File: src/rtl/alu_pkg.sv
// Shared encodings for the pipelined ALU: opcodes, shift types, NZCV layout
// and the multiplier state type.
package alu_pkg;

    localparam logic [3:0] OP_ADD = 4'b0000;
    localparam logic [3:0] OP_SUB = 4'b0001;
    localparam logic [3:0] OP_ADC = 4'b0010;
    localparam logic [3:0] OP_SBC = 4'b0011;
    localparam logic [3:0] OP_RSB = 4'b0100;
    localparam logic [3:0] OP_AND = 4'b0101;
    localparam logic [3:0] OP_ORR = 4'b0110;
    localparam logic [3:0] OP_EOR = 4'b0111;
    localparam logic [3:0] OP_BIC = 4'b1000;
    localparam logic [3:0] OP_MVN = 4'b1001;
    localparam logic [3:0] OP_CMP = 4'b1010;
    localparam logic [3:0] OP_TST = 4'b1011;
    localparam logic [3:0] OP_MVI = 4'b1100;
    localparam logic [3:0] OP_MUL = 4'b1101;

    localparam logic [1:0] SH_LSL = 2'b00;
    localparam logic [1:0] SH_LSR = 2'b01;
    localparam logic [1:0] SH_ASR = 2'b10;
    localparam logic [1:0] SH_ROR = 2'b11;

    localparam int FLAG_N = 3;
    localparam int FLAG_Z = 2;
    localparam int FLAG_C = 1;
    localparam int FLAG_V = 0;

    typedef struct packed {
        logic n;
        logic z;
        logic c;
        logic v;
    } flags_t;

    typedef enum logic [1:0] {
        MUL_IDLE,
        MUL_RUN,
        MUL_DONE
    } mul_state_e;

    // Ops whose shifted operand may be inverted and whose C comes from the shifter.
    function automatic logic isLogicOp(input logic [3:0] op);
        return (op == OP_AND) || (op == OP_ORR) || (op == OP_EOR) || (op == OP_BIC) ||
               (op == OP_MVN) || (op == OP_TST) || (op == OP_MVI);
    endfunction

endpackage

File: src/rtl/alu_shifter.sv
// Combinational barrel shifter for operand2 with carry-out; a zero distance
// passes the value through and forwards the incoming carry.
module alu_shifter
    import alu_pkg::*;
#(
    parameter int WIDTH = 32,
    localparam int SHAMT_W = $clog2(WIDTH)
) (
    input  logic [WIDTH-1:0]   value_i,
    input  logic [1:0]         shiftType_i,
    input  logic [SHAMT_W-1:0] shiftAmt_i,
    input  logic               carry_i,
    output logic [WIDTH-1:0]   result_o,
    output logic               carry_o
);

    logic [SHAMT_W-1:0] negAmt;
    logic [WIDTH-1:0]   rorValue;

    // Modulo-WIDTH wrap makes this WIDTH-amt for every non-zero distance.
    assign negAmt   = SHAMT_W'(WIDTH) - shiftAmt_i;
    assign rorValue = (value_i >> shiftAmt_i) | (value_i << negAmt);

    always_comb begin
        result_o = value_i;
        carry_o  = carry_i;
        if (shiftAmt_i != '0) begin
            case (shiftType_i)
                SH_LSL: begin
                    result_o = value_i << shiftAmt_i;
                    carry_o  = value_i[negAmt];
                end
                SH_LSR: begin
                    result_o = value_i >> shiftAmt_i;
                    carry_o  = value_i[shiftAmt_i - 1'b1];
                end
                SH_ASR: begin
                    result_o = $signed(value_i) >>> shiftAmt_i;
                    carry_o  = value_i[shiftAmt_i - 1'b1];
                end
                default: begin
                    result_o = rorValue;
                    carry_o  = rorValue[WIDTH-1];
                end
            endcase
        end
    end

endmodule

File: src/rtl/alu_pipe.sv
// Pipelined ALU: shift/S1 register, execute, output register with NZCV flags.
// Define ALU_PIPE_MUL_EN to build the iterative shift-add multiplier for op 1101.
module alu_pipe
    import alu_pkg::*;
#(
    parameter int         WIDTH      = 32,
    parameter logic [3:0] FLAG_RESET = 4'b0000,
    localparam int        SHAMT_W    = $clog2(WIDTH)
) (
    input  logic               clk,
    input  logic               rst,
    input  logic               in_valid,
    output logic               in_ready,
    input  logic [WIDTH-1:0]   operand1,
    input  logic [WIDTH-1:0]   operand2,
    input  logic [3:0]         alu_op,
    input  logic [1:0]         shift_type,
    input  logic [SHAMT_W-1:0] shift_amt,
    input  logic               alu_invert_operand2,
    input  logic               set_flags,
    output logic               out_valid,
    input  logic               out_ready,
    output logic [WIDTH-1:0]   alu_result,
    output logic               zero_flag,
    output logic               negative_flag,
    output logic               carry_flag,
    output logic               overflow_flag,
    output logic               busy
);

    logic             outFree;
    logic             accept;
    logic             s1Adv;
    logic [WIDTH-1:0] shifted;
    logic             shiftCarry;
    logic [WIDTH-1:0] op2e;

    logic             s1Valid_q;
    logic [WIDTH-1:0] s1Op1_q;
    logic [WIDTH-1:0] s1Op2_q;
    logic             s1ShCarry_q;
    logic             s1AmtZero_q;
    logic [3:0]       s1Op_q;
    logic             s1SetFlags_q;

    logic             outValid_q;
    logic [WIDTH-1:0] aluResult_q;
    flags_t           flags_q;
    flags_t           flags_d;
    logic [WIDTH-1:0] aluResult_d;

    logic [WIDTH-1:0] addX;
    logic [WIDTH-1:0] addY;
    logic             addCin;
    logic [WIDTH:0]   sum;
    logic [WIDTH-1:0] logicRes;
    logic             isArith;
    logic             isLogic;
    logic             flagWrite;
    logic             shCarryEff;

    alu_shifter #(.WIDTH(WIDTH)) uShifter (
        .value_i    (operand2),
        .shiftType_i(shift_type),
        .shiftAmt_i (shift_amt),
        .carry_i    (flags_q.c),
        .result_o   (shifted),
        .carry_o    (shiftCarry)
    );

    assign op2e     = (alu_invert_operand2 && isLogicOp(alu_op)) ? ~shifted : shifted;
    assign outFree  = !outValid_q || out_ready;
    assign in_ready = !s1Valid_q || s1Adv;
    assign accept   = in_valid && in_ready;

`ifdef ALU_PIPE_MUL_EN
    mul_state_e         mulState_q;
    logic [SHAMT_W-1:0] mulCnt_q;
    logic [WIDTH-1:0]   mulAcc_q;
    logic [WIDTH-1:0]   mulCand_q;
    logic [WIDTH-1:0]   mulPlier_q;
    logic               busy_q;

    // A MUL in S1 only leaves once the product is ready and the output slot is free.
    assign s1Adv = s1Valid_q && outFree && ((s1Op_q != OP_MUL) || (mulState_q == MUL_DONE));
    assign busy  = busy_q;

    always_ff @(posedge clk or posedge rst) begin
        if (rst) begin
            mulState_q <= MUL_IDLE;
            mulCnt_q   <= '0;
            mulAcc_q   <= '0;
            mulCand_q  <= '0;
            mulPlier_q <= '0;
            busy_q     <= 1'b0;
        end else if (accept && (alu_op == OP_MUL)) begin
            mulState_q <= MUL_RUN;
            mulCnt_q   <= '0;
            mulAcc_q   <= '0;
            mulCand_q  <= operand1;
            mulPlier_q <= op2e;
            busy_q     <= 1'b1;
        end else begin
            case (mulState_q)
                MUL_RUN: begin
                    if (mulPlier_q[0]) begin
                        mulAcc_q <= mulAcc_q + mulCand_q;
                    end
                    mulCand_q  <= mulCand_q << 1;
                    mulPlier_q <= mulPlier_q >> 1;
                    mulCnt_q   <= mulCnt_q + 1'b1;
                    if (mulCnt_q == SHAMT_W'(WIDTH - 1)) begin
                        mulState_q <= MUL_DONE;
                    end
                end
                MUL_DONE: begin
                    if (s1Adv) begin
                        mulState_q <= MUL_IDLE;
                        busy_q     <= 1'b0;
                    end
                end
                default: begin
                    mulState_q <= MUL_IDLE;
                end
            endcase
        end
    end
`else
    assign s1Adv = s1Valid_q && outFree;
    assign busy  = 1'b0;
`endif

    always_ff @(posedge clk or posedge rst) begin
        if (rst) begin
            s1Valid_q    <= 1'b0;
            s1Op1_q      <= '0;
            s1Op2_q      <= '0;
            s1ShCarry_q  <= 1'b0;
            s1AmtZero_q  <= 1'b0;
            s1Op_q       <= OP_ADD;
            s1SetFlags_q <= 1'b0;
        end else if (accept) begin
            s1Valid_q    <= 1'b1;
            s1Op1_q      <= operand1;
            s1Op2_q      <= op2e;
            s1ShCarry_q  <= shiftCarry;
            s1AmtZero_q  <= (shift_amt == '0);
            s1Op_q       <= alu_op;
            s1SetFlags_q <= set_flags;
        end else if (s1Adv) begin
            s1Valid_q <= 1'b0;
        end
    end

    // Operand selection for the shared adder; subtract forms add the complement.
    always_comb begin
        addX     = s1Op1_q;
        addY     = s1Op2_q;
        addCin   = 1'b0;
        logicRes = s1Op2_q;
        isArith  = 1'b0;
        isLogic  = 1'b0;
        case (s1Op_q)
            OP_ADD: isArith = 1'b1;
            OP_SUB, OP_CMP: begin
                addY    = ~s1Op2_q;
                addCin  = 1'b1;
                isArith = 1'b1;
            end
            OP_ADC: begin
                addCin  = flags_q.c;
                isArith = 1'b1;
            end
            OP_SBC: begin
                addY    = ~s1Op2_q;
                addCin  = flags_q.c;
                isArith = 1'b1;
            end
            OP_RSB: begin
                addX    = s1Op2_q;
                addY    = ~s1Op1_q;
                addCin  = 1'b1;
                isArith = 1'b1;
            end
            OP_AND, OP_TST, OP_BIC: begin
                logicRes = s1Op1_q & s1Op2_q;
                isLogic  = 1'b1;
            end
            OP_ORR: begin
                logicRes = s1Op1_q | s1Op2_q;
                isLogic  = 1'b1;
            end
            OP_EOR: begin
                logicRes = s1Op1_q ^ s1Op2_q;
                isLogic  = 1'b1;
            end
            OP_MVN, OP_MVI: isLogic = 1'b1;
            default: ;
        endcase
    end

    assign sum        = {1'b0, addX} + {1'b0, addY} + {{WIDTH{1'b0}}, addCin};
    assign flagWrite  = s1SetFlags_q || (s1Op_q == OP_CMP) || (s1Op_q == OP_TST);
    // Zero-distance shifts take C as it stands when the op executes, not when it was accepted.
    assign shCarryEff = s1AmtZero_q ? flags_q.c : s1ShCarry_q;

    always_comb begin
        aluResult_d = '0;
        flags_d     = flags_q;
        if (isArith) begin
            aluResult_d = sum[WIDTH-1:0];
            if (flagWrite) begin
                flags_d.n = sum[WIDTH-1];
                flags_d.z = (sum[WIDTH-1:0] == '0);
                flags_d.c = sum[WIDTH];
                flags_d.v = (addX[WIDTH-1] == addY[WIDTH-1]) && (sum[WIDTH-1] != addX[WIDTH-1]);
            end
        end else if (isLogic) begin
            aluResult_d = logicRes;
            if (flagWrite) begin
                flags_d.n = logicRes[WIDTH-1];
                flags_d.z = (logicRes == '0);
                flags_d.c = shCarryEff;
            end
        end
`ifdef ALU_PIPE_MUL_EN
        else if (s1Op_q == OP_MUL) begin
            aluResult_d = mulAcc_q;
            if (s1SetFlags_q) begin
                flags_d.n = mulAcc_q[WIDTH-1];
                flags_d.z = (mulAcc_q == '0);
            end
        end
`endif
    end

    always_ff @(posedge clk or posedge rst) begin
        if (rst) begin
            outValid_q  <= 1'b0;
            aluResult_q <= '0;
            flags_q     <= flags_t'(FLAG_RESET);
        end else if (s1Adv) begin
            outValid_q  <= 1'b1;
            aluResult_q <= aluResult_d;
            flags_q     <= flags_d;
        end else if (out_ready) begin
            outValid_q <= 1'b0;
        end
    end

    assign out_valid     = outValid_q;
    assign alu_result    = aluResult_q;
    assign negative_flag = flags_q[FLAG_N];
    assign zero_flag     = flags_q[FLAG_Z];
    assign carry_flag    = flags_q[FLAG_C];
    assign overflow_flag = flags_q[FLAG_V];

endmodule

File: config.mk
export PLATFORM = sky130hd
export DESIGN_NAME = alu_pipe
export DESIGN_NICKNAME = d
export VERILOG_FILES = /design/src/rtl/alu_pkg.sv /design/src/rtl/alu_shifter.sv /design/src/rtl/alu_pipe.sv
export SDC_FILE = /design/constraint.sdc
export NUM_CORES = 1
export LEC_CHECK = 0
export BUFFER_PORTS_ARGS = -buffer_cell sky130_fd_sc_hd__buf_2
export CAP_MARGIN = 10
export CORE_AREA = 2 2 201 203
export CTS_CLUSTER_DIAMETER = 50
export DETAILED_ROUTE_END_ITERATION = 10
export DIE_AREA = 0 0 203 205
export SYNTH_ARGS = -nofsm -noshare
export SYNTH_HDL_FRONTEND = slang
export SYNTH_HIERARCHICAL = 1
export SYNTH_SLANG_ARGS = --single-unit
File: constraint.sdc
create_clock -name clk -period 5.35 [get_ports clk]
set_clock_uncertainty 0.05 [all_clocks]
set_input_delay 1.07 -clock clk [delete_from_list [all_inputs] [get_ports clk]]
set_output_delay 1.07 -clock clk [all_outputs]
set_load 0.02 [all_outputs]
# Yosys cells after proc, flatten, opt, wreduce, memory -nomap -nowiden
# Index checks and enable logic that the tools add are counted.
[word_totals] register_bits=109 latch_bits=0 ramBits=0 rom_bits=0 out_inout_bits=39 word_cells=115 n_memories=0
[op_classes] addsub=4 n_mul=0 n_div=0 n_lt_le_gt_ge=2 eq_ne=24 shifts=4 n_mux=26 bitwise_logic=7 reduce_logical=35
[ops] op="one-hot mux 32 bit (3 select lines)" n=2
[ops] op="two-way mux 32 bit" n=5
[ops] op="NOT 32 bit" n=3
[ops] op="zero test 32 bit" n=2
[ops] op="bitwise OR 32 bit" n=2
[ops] op="one-hot mux 32 bit (2 select lines)" n=1
[ops] op="left shift 32 x 5 -> 32 bit" n=2
[ops] op="equality test 4 bit (second input constant)" n=9
[ops] op="adder 32 x 32 -> 33 bit" n=1
[ops] op="adder 33 x 1 -> 33 bit" n=1
[ops] op="AND 32 bit" n=1
[ops] op=">> shifter 32 x 5 -> 32 bit" n=1
[ops] op=">>> shifter 32 x 5 -> 32 bit" n=1
[ops] op="bitwise XOR 32 bit" n=1
[ops] op="equality test 4 x 3 -> 1 bit (second input constant)" n=7
[ops] op="less-than comparator 5 x 6 -> 1 bit (second input constant)" n=2
[ops] op="binary-select mux 1 bit (select 5 bit)" n=2
[ops] op="logical OR 1 bit" n=10
[ops] op="two-way mux 1 bit" n=10
[ops] op="two-way mux 3 bit" n=3
[ops] op="OR reduction 3 bit" n=3
[ops] op="equality test 4 x 2 -> 1 bit (second input constant)" n=2
[ops] op="OR reduction 7 bit" n=1
[ops] op="AND reduction 3 bit" n=2
[ops] op="other kinds (20)" n=28

# Longest topological paths before layout
[logic_depth] depth_word=9 depth_mapped=18

# Hierarchy
# The synthesis kept the hierarchy.
[modules_own_cells] module="alu_pipe" instances=1 cells_each=1140 area_each_um2=9424.0
[modules_own_cells] module="alu_shifter" instances=1 cells_each=941 area_each_um2=7764.9

# Least setup slack after synthesis
# No wires, ideal clock.
[synth_timing] kind="flip-flop to flip-flop" startpoint="register s1Op_q[2]" endpoint="register flags_q (netlist bit zero_flag)" arrival_time_ns=4.103 path_slack_ns=1.106 path_stages_with_launch=18 n_path_buf=3 synth_period_minus_slack_ns=4.244 cell_sequence="dfrtp_1 buf_2 nor2b_1 and2_1 clkbuf_1 clkbuf_1 a21oi_1 fa_1 fa_1 nor2b_1 o21bai_1 a211o_1 a21oi_1 o211a_1 a211oi_1 nor4b_1 nand3b_1 o31ai_2"
[synth_via] elab_chain_cells=8
[synth_rtl] item="from (decl)" line_no="alu_pipe.sv:43" rtl="logic [3:0] s1Op_q;"
[synth_rtl] item="from (signal assigned)" line_no="alu_pipe.sv:148" rtl="s1Op_q <= alu_op;"
[synth_rtl] item="equality test 4 bit (tied with other cells)" line_no="alu_pipe.sv:163, alu_pipe.sv:203"
[synth_rtl] item="OR reduction 3 bit (no source line)"
[synth_rtl] item="one-hot mux 32 bit (2 select lines)" line_no="alu_pipe.sv:163" rtl="case (s1Op_q)"
[synth_rtl] item="adder 32 x 32 -> 33 bit" line_no="alu_pipe.sv:202" rtl="assign sum = {1'b0, addX} + {1'b0, addY} + {{WIDTH{1'b0}}, addCin};"
[synth_rtl] item="adder 33 x 1 -> 33 bit" line_no="alu_pipe.sv:202"
[synth_rtl] item="zero test 32 bit" line_no="alu_pipe.sv:214" rtl="flags_d.z = (sum[WIDTH-1:0] == '0);"
[synth_rtl] item="two-way mux 4 bit" line_no="alu_pipe.sv:212" rtl="if (flagWrite) begin"
[synth_rtl] item="two-way mux 3 bit" line_no="alu_pipe.sv:210" rtl="if (isArith) begin"
[synth_rtl] item="to (signal assigned)" line_no="alu_pipe.sv:241" rtl="flags_q <= flags_t'(FLAG_RESET);"
[synth_rtl] item="to (signal assigned)" line_no="alu_pipe.sv:245" rtl="flags_q <= flags_d;"
[synth_rtl] item="to (decl)" line_no="alu_pipe.sv:48" rtl="flags_t flags_q;"
# Several ways; a longest one is shown, not always the timed one. The select of a mux whose other input is x is not followed.
# A chain may end at the register's enable or synchronous reset.

# Worst setup path in the final report
[layout_timing] startpoint="register s1Op_q[3]" endpoint="register flags_q (netlist bit carry_flag)"
[layout_via] elab_chain_cells=7
[layout_rtl] item="equality test 4 bit (tied with other cells)" line_no="alu_pipe.sv:163, alu_pipe.sv:203"
[layout_rtl] item="OR reduction 3 bit (no source line)"
[layout_rtl] item="one-hot mux 32 bit (2 select lines)" line_no="alu_pipe.sv:163"
[layout_rtl] item="adder 32 x 32 -> 33 bit" line_no="alu_pipe.sv:202"
[layout_rtl] item="adder 33 x 1 -> 33 bit" line_no="alu_pipe.sv:202"
[layout_rtl] item="two-way mux 4 bit" line_no="alu_pipe.sv:212"
[layout_rtl] item="two-way mux 3 bit" line_no="alu_pipe.sv:210"
# Several ways; a longest one is shown, not always the timed one. The select of a mux whose other input is x is not followed.

==> summary.txt <==
GRT
  • Initial antenna violation count: 2
  • GRT Total Usage: 35.6%
  • Vias in the first global route: ~17000
  • First-pass GRT wire length: about 110000 um
  • Pin count of the biggest net entering global routing: ~120
  • Grt total ovfl: 0

Finish
  • Commonest non-fill, non-tap cell in the layout: nand2_1
  • Final Net Count: approximately 2300
  • Fraction of layout cells with a size suffix above 1: 21.8%
  • Final design utilization: 46.9%
  • ANT cells: 0
  • Area Growth Syn to Fin: 7.38%
  • Fillers: between 3000 and 4000
  • Commonest cells after routing, fill and taps aside: nand2_1 (214), nor2_1 (196), o21ai_0 (139)

Drt
  • Vias per cell: between 6 and 7
  • Post-DRT Antenna Nets: 0
  • Via Count: approximately 18000
  • 1st-pass router iterations: 8
  • Residual DRC count: 0
  • Total wire length: about 75000 um
  • DR WL/cell: between 20 and 30 um
  • Initial DRC Count: ~1700

Floorplanning
  • Die ar.: 41600 sq um
  • Die Ht: between 200 and 250 um
  • Row cnt: between 70 and 80
  • Core ar.: slightly below 40000 sq um
  • # IOs: 120
  • Initial core utilization: between 40% and 50%
  • Die W: 203 um

Synthesis
  • FFs w/ async S/R, synth: 100%
  • Top_reg_cell synth: dfrtp_1
  • #FFs+latches synth: ~110
  • Largest family of logic cells by synthesized area: multiplexers
  • Cell taking the most area after synthesis: dfrtp_1
  • Warnings, synthesis: 6
  • Mapped Nets: roughly 2300
  • Synth area leaders: dfrtp_1 (16%), mux4_2 (13%), ha_1 (7.4%), mux2_2 (6.5%), nand2_1 (4.7%)
  • Distinct cells, synth: 101
  • Post-Synth Simple-Gate Area: 15.9%
  • Post-synth EDFFs: 0
  • Sequential element share of the synthesized area: approximately 16%
  • Adder-cell area share of the yosys netlist: 7.66%
  • Synth Area in XOR/XNOR: between 2 and 3%
  • Cell area after synthesis: ~17000 sq um
  • Syn Inst Count: roughly 2100
  • Mean Syn Cell Area: 8.26 sq um
  • Top-area cell type share of the netlist area: approximately 16%
  • Compound-Gate Fraction of Synth Area: about a quarter
  • Post-synthesis mux area share: 25.4%

Clock network
  • Skew-Pair Late Insertion Delay: between 0.3 and 0.4 ns
  • Post-CTS Setup Bufs: 0
  • CTS Root Cell: clkbuf_16
  • PostCTS Resize Cnt: 0
  • CTS tree: built
  • TritonCTS Buffers: 9
  • CTS Buffer Depth: 2
  • Clk sink count: 109
  • H-tree depth: 3
  • Hold buffer count at CTS: 0
  • Clock-pin slew on the worst setup and hold paths: ~0.080 ns

Worst setup path
  • Data required, critical path: around 5.5 ns
  • Max stage delay on crit path: ~0.56 ns
  • Worst Setup Start Kind: flip-flop
  • Worst setup EP type: flip-flop
  • Critical path type: reg2reg
  • Largest fanout on the critical path: 47
  • Arrival time at the worst endpoint: between 5 and 6 ns
  • Worst-path cell chain: nor2b_1 > and2_2 > buf_4 > o21ai_0 > ha_1 > a21oi_1 > o211ai_1 > nor4_2 > a21oi_1 > o211a_1 > o41ai_1 > a21boi_0 > o21ai_0 > o221ai_1
  • Slowest stage cell, crit path: dfrtp_1

Place
  • GPL Wtd Cong: 1.05
  • Dpl hpwl: ~57000 um
  • Count of input and output buffers: 118

Timing
  • Max Fclk: 199 MHz
  • Max Slew Vio Count: 0
  • Final Hold Vio Count: 0
  • Final Setup Violations: 0
  • Slew HR: around 30%
  • Period Utilization, post-route: between 90% and 100%
  • Unrepaired setup endpoints after global routing: no
  • Tmin final: 5.03 ns
  • Worst-Margin Slew: roughly 1.0 ns
  • Setup TNS: 0 ns

Job
  • Max cap viols: 0

Worst hold path
  • Worst hold path type: reg2reg

Pwr
  • Pwr Density: ~320 nW/um^2
  • Max VDD drop: approximately 0.00018 V
  • Tot Pwr: roughly 6 mW
  • Leakage power: ~7.6 nW

Run status
  • Status: completed
## final timing paths
check	slack, ns	startpoint	end	cells after the start
hold / removal	0.43	alu_result[20]$_DFFE_PP0P_	alu_result[20]$_DFFE_PP0P_	2
setup reg to reg	0.32	s1Op_q[3]$_DFFE_PP0P_	carry_flag$_DFFE_PP0P_	14
max in group asynchronous	3.42	rst	s1Op_q[1]$_DFFE_PP0P_	3
setup / recovery	0.32	s1Op_q[3]$_DFFE_PP0P_	carry_flag$_DFFE_PP0P_	14
hold reg to reg	0.43	alu_result[20]$_DFFE_PP0P_	alu_result[20]$_DFFE_PP0P_	2
min in group asynchronous	0.76	rst	s1Op1_q[9]$_DFFE_PP0P_	2
## cells in the mapped netlist (71+ instances only)
| cell | n |
|---|---|
| inv_1 | 96 |
| dfrtp_1 | 109 |
| clkbuf_1 | 117 |
| mux2i_1 | 71 |
| mux2_2 | 99 |
| nand2_1 | 216 |
| a21oi_1 | 124 |
| nor2_1 | 197 |
| o21ai_0 | 139 |
| mux4_2 | 102 |
| ha_1 | 102 |
## sequential cells by signal (all words and copies together), names as in the netlist, 4 cells and up
register and cells:
alu_result 32, s1Op1_q 32, s1Op2_q 32, s1Op_q 4
## cells by family after synthesis
logic type	after synthesis
xor gates and xnor gates	57
muxes	293
AOI/OAI and AO/OA	616
adders and majority gates	104
DFF	109
buffers and inverters	300
and+or+nand+nor	601
other	1
## cell type report
class	instances	area (sq um)	share of cell area (%)
Tap cell	525	657	3.56
Inverter	101	384	2.08
Sequential cell	109	2730	14.8
Timing Repair Buffer	197	1240	6.71
Multi-Input combinational cell	1672	13200	71.3
Clock inverter	7	58.8	0.319
Clock buffer	9	225	1.22
## worst max-delay path, delay by kind of cell (launching register included)
| kind | cells | cell delay [ns] |
|---|---|---|
| AO/OA/AOI/OAI | 9 | 2.21 |
| AND/OR/NAND/NOR | 3 | 1.12 |
| flip-flops | 1 | 0.56 |
| buffers and inverters | 1 | 0.46 |
| adder cells (fa/ha/maj) | 1 | 0.43 |
## layer usage
layer	GRT usage (%)	vias up	part of all wire [%]
li1	-	7826	-
met1	43.8	8677	39
met2	58.9	976	47
met3	4.10	252	7.0
met4	23.7	4	7.2
met5	0	-	0.036
## per-stage QoR
| step | hold slack, ns | cell area (sq um) | setup WS, ns | std cells |
|---|---|---|---|---|
| after floorplan | 0.412 | 17200 | 1.11 | 2081 |
| after global placement | 0.411 | 18200 | 0.673 | 2604 |
| after detailed placement | 0.416 | 18200 | 0.567 | 2604 |
| after CTS | 0.431 | 18500 | 0.508 | 2620 |
| after global routing | 0.462 | 18500 | 0.0589 | 2620 |
| final | 0.425 | 18500 | 0.324 | 2620 |
## power breakdown
part | switching [mW] | internal [mW]
combinational | 2.52 | 1.52
sequential | 0.244 | 1.05
clock | 0.337 | 0.321
total | 3.10 | 2.89
Power figures use the tool's default switching activity.
